[config.mk]
export PLATFORM = sky130hd
export DESIGN_NAME = fetch_sequencer_flat
export DESIGN_NICKNAME = d
export VERILOG_FILES = /design/src/rtl/fetch_sequencer_if.sv /design/src/rtl/fetch_sequencer.sv /design/src/flat_wrapper.sv
export SDC_FILE = /design/constraint.sdc
export NUM_CORES = 1
export LEC_CHECK = 0
export ABC_AREA = 1
export CAP_MARGIN = 20
export CORE_MARGIN = 10
export CORE_UTILIZATION = 35
export CTS_CLUSTER_SIZE = 16
export DETAILED_ROUTE_END_ITERATION = 10
export SYNTH_ARGS = -nofsm -noshare
export SYNTH_HDL_FRONTEND = slang
export SYNTH_SLANG_ARGS = --single-unit
[constraint.sdc]
create_clock -name clk -period 2.3 [get_ports clk]
set_input_delay 0.575 -clock clk [delete_from_list [all_inputs] [get_ports clk]]
set_output_delay 0.575 -clock clk [all_outputs]
set_load 0.005 [all_outputs]
[src/rtl/fetch_sequencer_if.sv]
// Fetch-side bus bundle: instruction ROM port, branch redirect and the decode handshake.
// The master modport is the fetch sequencer's view; slave is the memory/decode/execute side.
interface fetch_sequencer_if #(
    parameter int WIDTH = 24,
    parameter int AW    = 8
);
    logic [WIDTH-1:0] imem_addr;
    logic [WIDTH-1:0] imem_rd;
    logic             br_taken;
    logic [AW-1:0]    br_target;
    logic             out_valid;
    logic             out_ready;
    logic [WIDTH-1:0] out_instr;
    logic [AW-1:0]    out_pc;

    modport master (
        output imem_addr,
        input  imem_rd,
        input  br_taken,
        input  br_target,
        output out_valid,
        input  out_ready,
        output out_instr,
        output out_pc
    );

    modport slave (
        input  imem_addr,
        output imem_rd,
        output br_taken,
        output br_target,
        input  out_valid,
        output out_ready,
        input  out_instr,
        input  out_pc
    );
endinterface

[src/rtl/fetch_sequencer.sv]
// Instruction-fetch controller: owns the PC, reads a combinational ROM and buffers {pc, instr} in a 2-entry FIFO.
// Define FETCH_HALT_EN to stop fetching after an instruction whose opcode equals HALT_OP.
module fetch_sequencer #(
    parameter int              WIDTH    = 24,
    parameter int              AMOUNT   = 256,
    parameter int              AW       = $clog2(AMOUNT),
    parameter logic [AW-1:0]   RESET_PC = '0,
    parameter logic [4:0]      HALT_OP  = 5'b11111
) (
    input  logic                clk,
    input  logic                rst,
    input  logic                start,
    fetch_sequencer_if.master   bus,
    output logic                busy,
    output logic                halted
);

`ifdef FETCH_HALT_EN
    localparam bit HALT_EN = 1'b1;
`else
    localparam bit HALT_EN = 1'b0;
`endif

    typedef enum logic [1:0] {
        IDLE,
        FETCH,
        HALT
    } state_t;

    state_t         state, state_next;
    logic [AW-1:0]  pc, pc_next, pc_inc;
    logic [1:0]     count, count_next;
    logic           rd_ptr, rd_ptr_next;
    logic           wr_ptr, wr_ptr_next;

    logic [AW-1:0]    fifo_pc    [2];
    logic [WIDTH-1:0] fifo_instr [2];

    logic pop, push, redirect, restart, halt_hit;

    // Explicit wrap so non-power-of-two ROM depths still roll over to address 0.
    assign pc_inc = (pc == AW'(AMOUNT - 1)) ? '0 : pc + AW'(1);

    assign bus.out_valid = (count != 2'd0);
    assign bus.out_instr = fifo_instr[rd_ptr];
    assign bus.out_pc    = fifo_pc[rd_ptr];
    assign bus.imem_addr = WIDTH'(pc);

    assign pop      = bus.out_valid && bus.out_ready;
    assign restart  = start && (state != FETCH);
    assign redirect = (state == FETCH) && bus.br_taken;
    // A full buffer may still accept when its head leaves in the same cycle.
    assign push     = (state == FETCH) && !bus.br_taken && ((count != 2'd2) || pop);
    assign halt_hit = HALT_EN && push && (bus.imem_rd[WIDTH-1 -: 5] == HALT_OP);

    assign busy   = (state == FETCH) || (count != 2'd0);
    assign halted = HALT_EN && (state == HALT);

    // State, PC and FIFO bookkeeping; restart beats redirect, which beats push/pop.
    always_comb begin
        state_next  = state;
        pc_next     = pc;
        count_next  = count;
        rd_ptr_next = rd_ptr;
        wr_ptr_next = wr_ptr;
        if (restart) begin
            state_next  = FETCH;
            pc_next     = RESET_PC;
            count_next  = 2'd0;
            rd_ptr_next = 1'b0;
            wr_ptr_next = 1'b0;
        end else if (redirect) begin
            pc_next     = bus.br_target;
            count_next  = 2'd0;
            rd_ptr_next = 1'b0;
            wr_ptr_next = 1'b0;
        end else begin
            if (push) begin
                pc_next     = pc_inc;
                wr_ptr_next = ~wr_ptr;
                if (halt_hit) begin
                    state_next = HALT;
                end
            end
            if (pop) begin
                rd_ptr_next = ~rd_ptr;
            end
            case ({push, pop})
                2'b10:   count_next = count + 2'd1;
                2'b01:   count_next = count - 2'd1;
                default: count_next = count;
            endcase
        end
    end

    always_ff @(posedge clk) begin
        if (rst) begin
            state         <= IDLE;
            pc            <= RESET_PC;
            count         <= 2'd0;
            rd_ptr        <= 1'b0;
            wr_ptr        <= 1'b0;
            fifo_pc[0]    <= '0;
            fifo_pc[1]    <= '0;
            fifo_instr[0] <= '0;
            fifo_instr[1] <= '0;
        end else begin
            state  <= state_next;
            pc     <= pc_next;
            count  <= count_next;
            rd_ptr <= rd_ptr_next;
            wr_ptr <= wr_ptr_next;
            if (push) begin
                fifo_pc[wr_ptr]    <= pc;
                fifo_instr[wr_ptr] <= bus.imem_rd;
            end
        end
    end

endmodule

[src/flat_wrapper.sv]
// flat-port wrapper written by rule: the top's interface ports become plain ports
module fetch_sequencer_flat 
#(
    parameter int              WIDTH    = 24,
    parameter int              AMOUNT   = 256,
    parameter int              AW       = $clog2(AMOUNT),
    parameter logic [AW-1:0]   RESET_PC = '0,
    parameter logic [4:0]      HALT_OP  = 5'b11111
)
  (clk, rst, start, busy, halted, bus_imem_addr, bus_imem_rd, bus_br_taken, bus_br_target, bus_out_valid, bus_out_ready, bus_out_instr, bus_out_pc);
  fetch_sequencer_if #(.WIDTH(WIDTH), .AW(AW)) bus_i ();
  input  logic clk;
  input  logic rst;
  input  logic start;
  output logic busy;
  output logic halted;
  output wire logic [$bits(bus_i.imem_addr)-1:0] bus_imem_addr;
  input wire logic [$bits(bus_i.imem_rd)-1:0] bus_imem_rd;
  input wire logic [$bits(bus_i.br_taken)-1:0] bus_br_taken;
  input wire logic [$bits(bus_i.br_target)-1:0] bus_br_target;
  output wire logic [$bits(bus_i.out_valid)-1:0] bus_out_valid;
  input wire logic [$bits(bus_i.out_ready)-1:0] bus_out_ready;
  output wire logic [$bits(bus_i.out_instr)-1:0] bus_out_instr;
  output wire logic [$bits(bus_i.out_pc)-1:0] bus_out_pc;
  assign bus_imem_addr = bus_i.imem_addr;
  assign bus_i.imem_rd = bus_imem_rd;
  assign bus_i.br_taken = bus_br_taken;
  assign bus_i.br_target = bus_br_target;
  assign bus_out_valid = bus_i.out_valid;
  assign bus_i.out_ready = bus_out_ready;
  assign bus_out_instr = bus_i.out_instr;
  assign bus_out_pc = bus_i.out_pc;
  fetch_sequencer #(.WIDTH(WIDTH), .AMOUNT(AMOUNT), .AW(AW), .RESET_PC(RESET_PC), .HALT_OP(HALT_OP)) u_core (.clk(clk), .rst(rst), .start(start), .bus(bus_i), .busy(busy), .halted(halted));
endmodule
==> summary.md <==
| Metric | Value |
|---|---|
| Fraction of layout cells with a size suffix above 1 | 22.1% |
| Syn Area/Cell | 10.9 um2 |
| Reg2reg end | u_core.fifo_pc[0][6] |
| Initial Util | 35.7% |
| Synth top cells by count | 64 x edfxtp_1, 54 x nor2_1, 46 x nand2_1, 41 x inv_1, 30 x mux2_2 |
| Cell count after synthesis | 354 |
| Core area | 10,800 um2 |
| Design area | 4950 um2 |
| Vias per cell | approximately 4.5 |
| HPWL after DPL | 5.60 mm |
| LEAKAGE | roughly 2.0 nW |
| Wire per inst | 14.1 um |
| Worst vdd ir | 0.306 mV |
| Clock Latency Late Sink | 350 ps |
| EDFF count, synth | 64 |
| GRT Overall Usage | 10.8% |
| Count leader, synth | edfxtp_1 |
| First-pass GRT wire length | 13.8 mm |
| Placed inst area | around 4800 um2 |
| Worst-case clock skew | 8.58 ps |
| Reg2reg path depth | 7 |
| Setup violators final | 0 |
| Distinct cells, synth | 29 |
| Num Clock Sinks | 78 |
| Root Driver | clkbuf_8 |
| Startpoint types | register |
| Mapped Area | 3870 um2 |
| CTS tree | built |
| Minimum clock period | 2150 ps |
| Required time of the worst setup path | 1730 ps |
| Hold Buf Count CTS | 0 |
| N_diodes | 0 |
| Final Max Tran Viols | 0 |
| Hold depth | 1 |
| Die W | between 100 and 150 um |
| Row count | 38 |
| Final period utilization | 93.3% |
| Layout net count | 476 |
| IO Count | 96 |
| Initial DRC count | 133 |
| Total routed wirelength | 8.24 mm |
| Highest Clock Rate | 466 MHz |
| Crit path max fanout | 16 |
| Hold crit path type | reg2reg |
| Synth top area cells | edfxtp_1 50%, mux2_2 8.7%, dfxtp_1 7.2%, nor2_4 5.8%, nor2_1 5.2% |
| Setup CP Type | reg2out |
| Max clock buf depth | 2 |
| Setup bufs post-CTS | 0 |
| Antenna violation net count after detailed routing | 0 |
| Post-synth top area share | 49.7% |
| Share of flip-flops with an asynchronous set or reset | 0% |
| Worst hold slack | ~500 ps |
| Synth Register Bits | 78 |
| CP endpoint | bus_out_instr[12] |
| Congestion Overflow GR | 0 |
| TritonCTS buffer count | 9 |
| Status | completed |
| GPL Wtd Cong | between 0.7 and 0.8 |
| Power per cell area | 584 nW/um2 |
| Count of input and output buffers | 78 |
| Final Hold Fails | 0 |
| Vias in the first global route | between 2,000 and 3,000 |
| Seq/Total Area, Yosys | 57.0% |
| Synth warn | 0 |
| Main synth FF type | edfxtp_1 |
| Worst Path Arrival | 1570 ps |
| Crit end category | primary output |
| Non-filler instance count after layout | 583 |
| Inst Count DP | 566 |
| Worst reg2reg setup slack | 800 ps |
| Total of max-cap violations | 0 |
| Largest net degree at the start of global routing | 33 |
| Die H | roughly 130 um |
| Drt first pass iters | 4 |
| Dominant cell type by area after synthesis | edfxtp_1 |
| Initial antenna violation count | 0 |
| Unrepaired setup endpoints after global routing | false |
| Area delta synth->final | 28.0% |
| Setup Total Neg Slack | 0 ps |
| Die area | roughly 16,000 um2 |
| R2r startpoint | u_core.count[0] |
| CTS clk-pin slew, worst paths | 80 ps |
| H-tree depth | 3 |
| DR vias | between 2,000 and 3,000 |
| Remaining DRCs | 0 |
[layer usage]
layer / up-vias / global-route usage [%] / routed length (um)
li1: 1288 / - / -
met1: 1209 / 13.4 / 3820
met2: 90 / 16.6 / 3660
met3: 11 / 3.76 / 624
met4: 0 / 4.47 / 135
met5: - / 0 / 0
[power by group]
part	switching (W)	total (W)	internal, W	leakage (nW)
clock network	0.000526	0.000927	0.000402	0.0838
registers	0.0000242	0.00161	0.00159	0.787
logic	0.000175	0.000352	0.000176	1.14
[cell families (layout without fill, tap and decap cells)]
logic type | count (synthesis) | in the layout | share of synthesized area (%)
buffers and inverters | 74 | 147 | 9.68
adders and majority gates | 1 | 1 | 0.324
DFF | 78 | 78 | 57.0
other | 1 | 17 | 0.0970
and+or+nand+nor | 148 | 148 | 20.6
AOI/OAI and AO/OA | 20 | 20 | 3.07
muxes | 32 | 32 | 9.32
[worst min-delay path by stage]
| stage | start | endpoint | slack (ps) |
|---|---|---|---|
| floorplan | u_core.rd_ptr | register | 460 |
| global placement | u_core.rd_ptr | u_core.rd_ptr | 470 |
| detailed placement | u_core.rd_ptr | u_core.rd_ptr | 490 |
| CTS | u_core.rd_ptr | u_core.rd_ptr | 510 |
| global route | u_core.rd_ptr | register | 540 |
| finish | u_core.rd_ptr | u_core.rd_ptr | 500 |
[cells in the final DEF, fill, tap and decap left out, types with 2 or more instances in the layout]
cell type,n
buf_12,4
nor2_4,20
clkdlybuf4s50_1,46
a21oi_1,7
a31oi_1,3
nand3_4,2
mux2_2,30
inv_1,41
o21ai_0,5
inv_2,5
dlygate4sd2_1,32
nand2_1,45
nand2_4,2
clkinvlp_4,3
edfxtp_1,64
nand2_2,2
mux2_1,2
conb_1,17
clkbuf_8,9
dfxtp_1,13
nand3_1,11
nor2_2,11
o21a_1,2
nor2_1,54
[area by class of cell]
class / instances / area [um2]
clock buffer: 9 / 124
multi-input combinational: 218 / 1350
fill: 1029 / 5890
tap: 140 / 175
timing repair buffer: 84 / 856
sequential: 78 / 2210
inverter: 47 / 179
clock inverter: 7 / 56.3
[repair_timing]
item / CTS / global route
hold endpoints to repair: 0 / 0
endpoints found under the setup margin: 32 / 0
gates resized for setup: 35 / 0
[worst max-delay path, stage by stage, from the launching register on]
cell	delay, ps
dfxtp_4	410
buf_12	170
mux2_2	360
dlygate4sd2_1	270
[metrics by stage]
stage               util [%]  setup WS (ps)  total power (W)
global placement        44.1            159          0.00202
floorplan                  -            224          0.00183
finish                  45.6            154          0.00289
global route            45.6            105          0.00304
detailed placement      44.1            148          0.00203
CTS                     45.6            130          0.00293
[registers in the layout (all words and copies together) (netlist names), named ones only]
name / cells
u_core.count: 2
u_core.rd_ptr: 1
u_core.pc: 8
u_core.fifo_instr: 48
u_core.state: 1
u_core.fifo_pc: 16
u_core.wr_ptr: 1
Note: power is estimated with default switching activity, not from simulation.
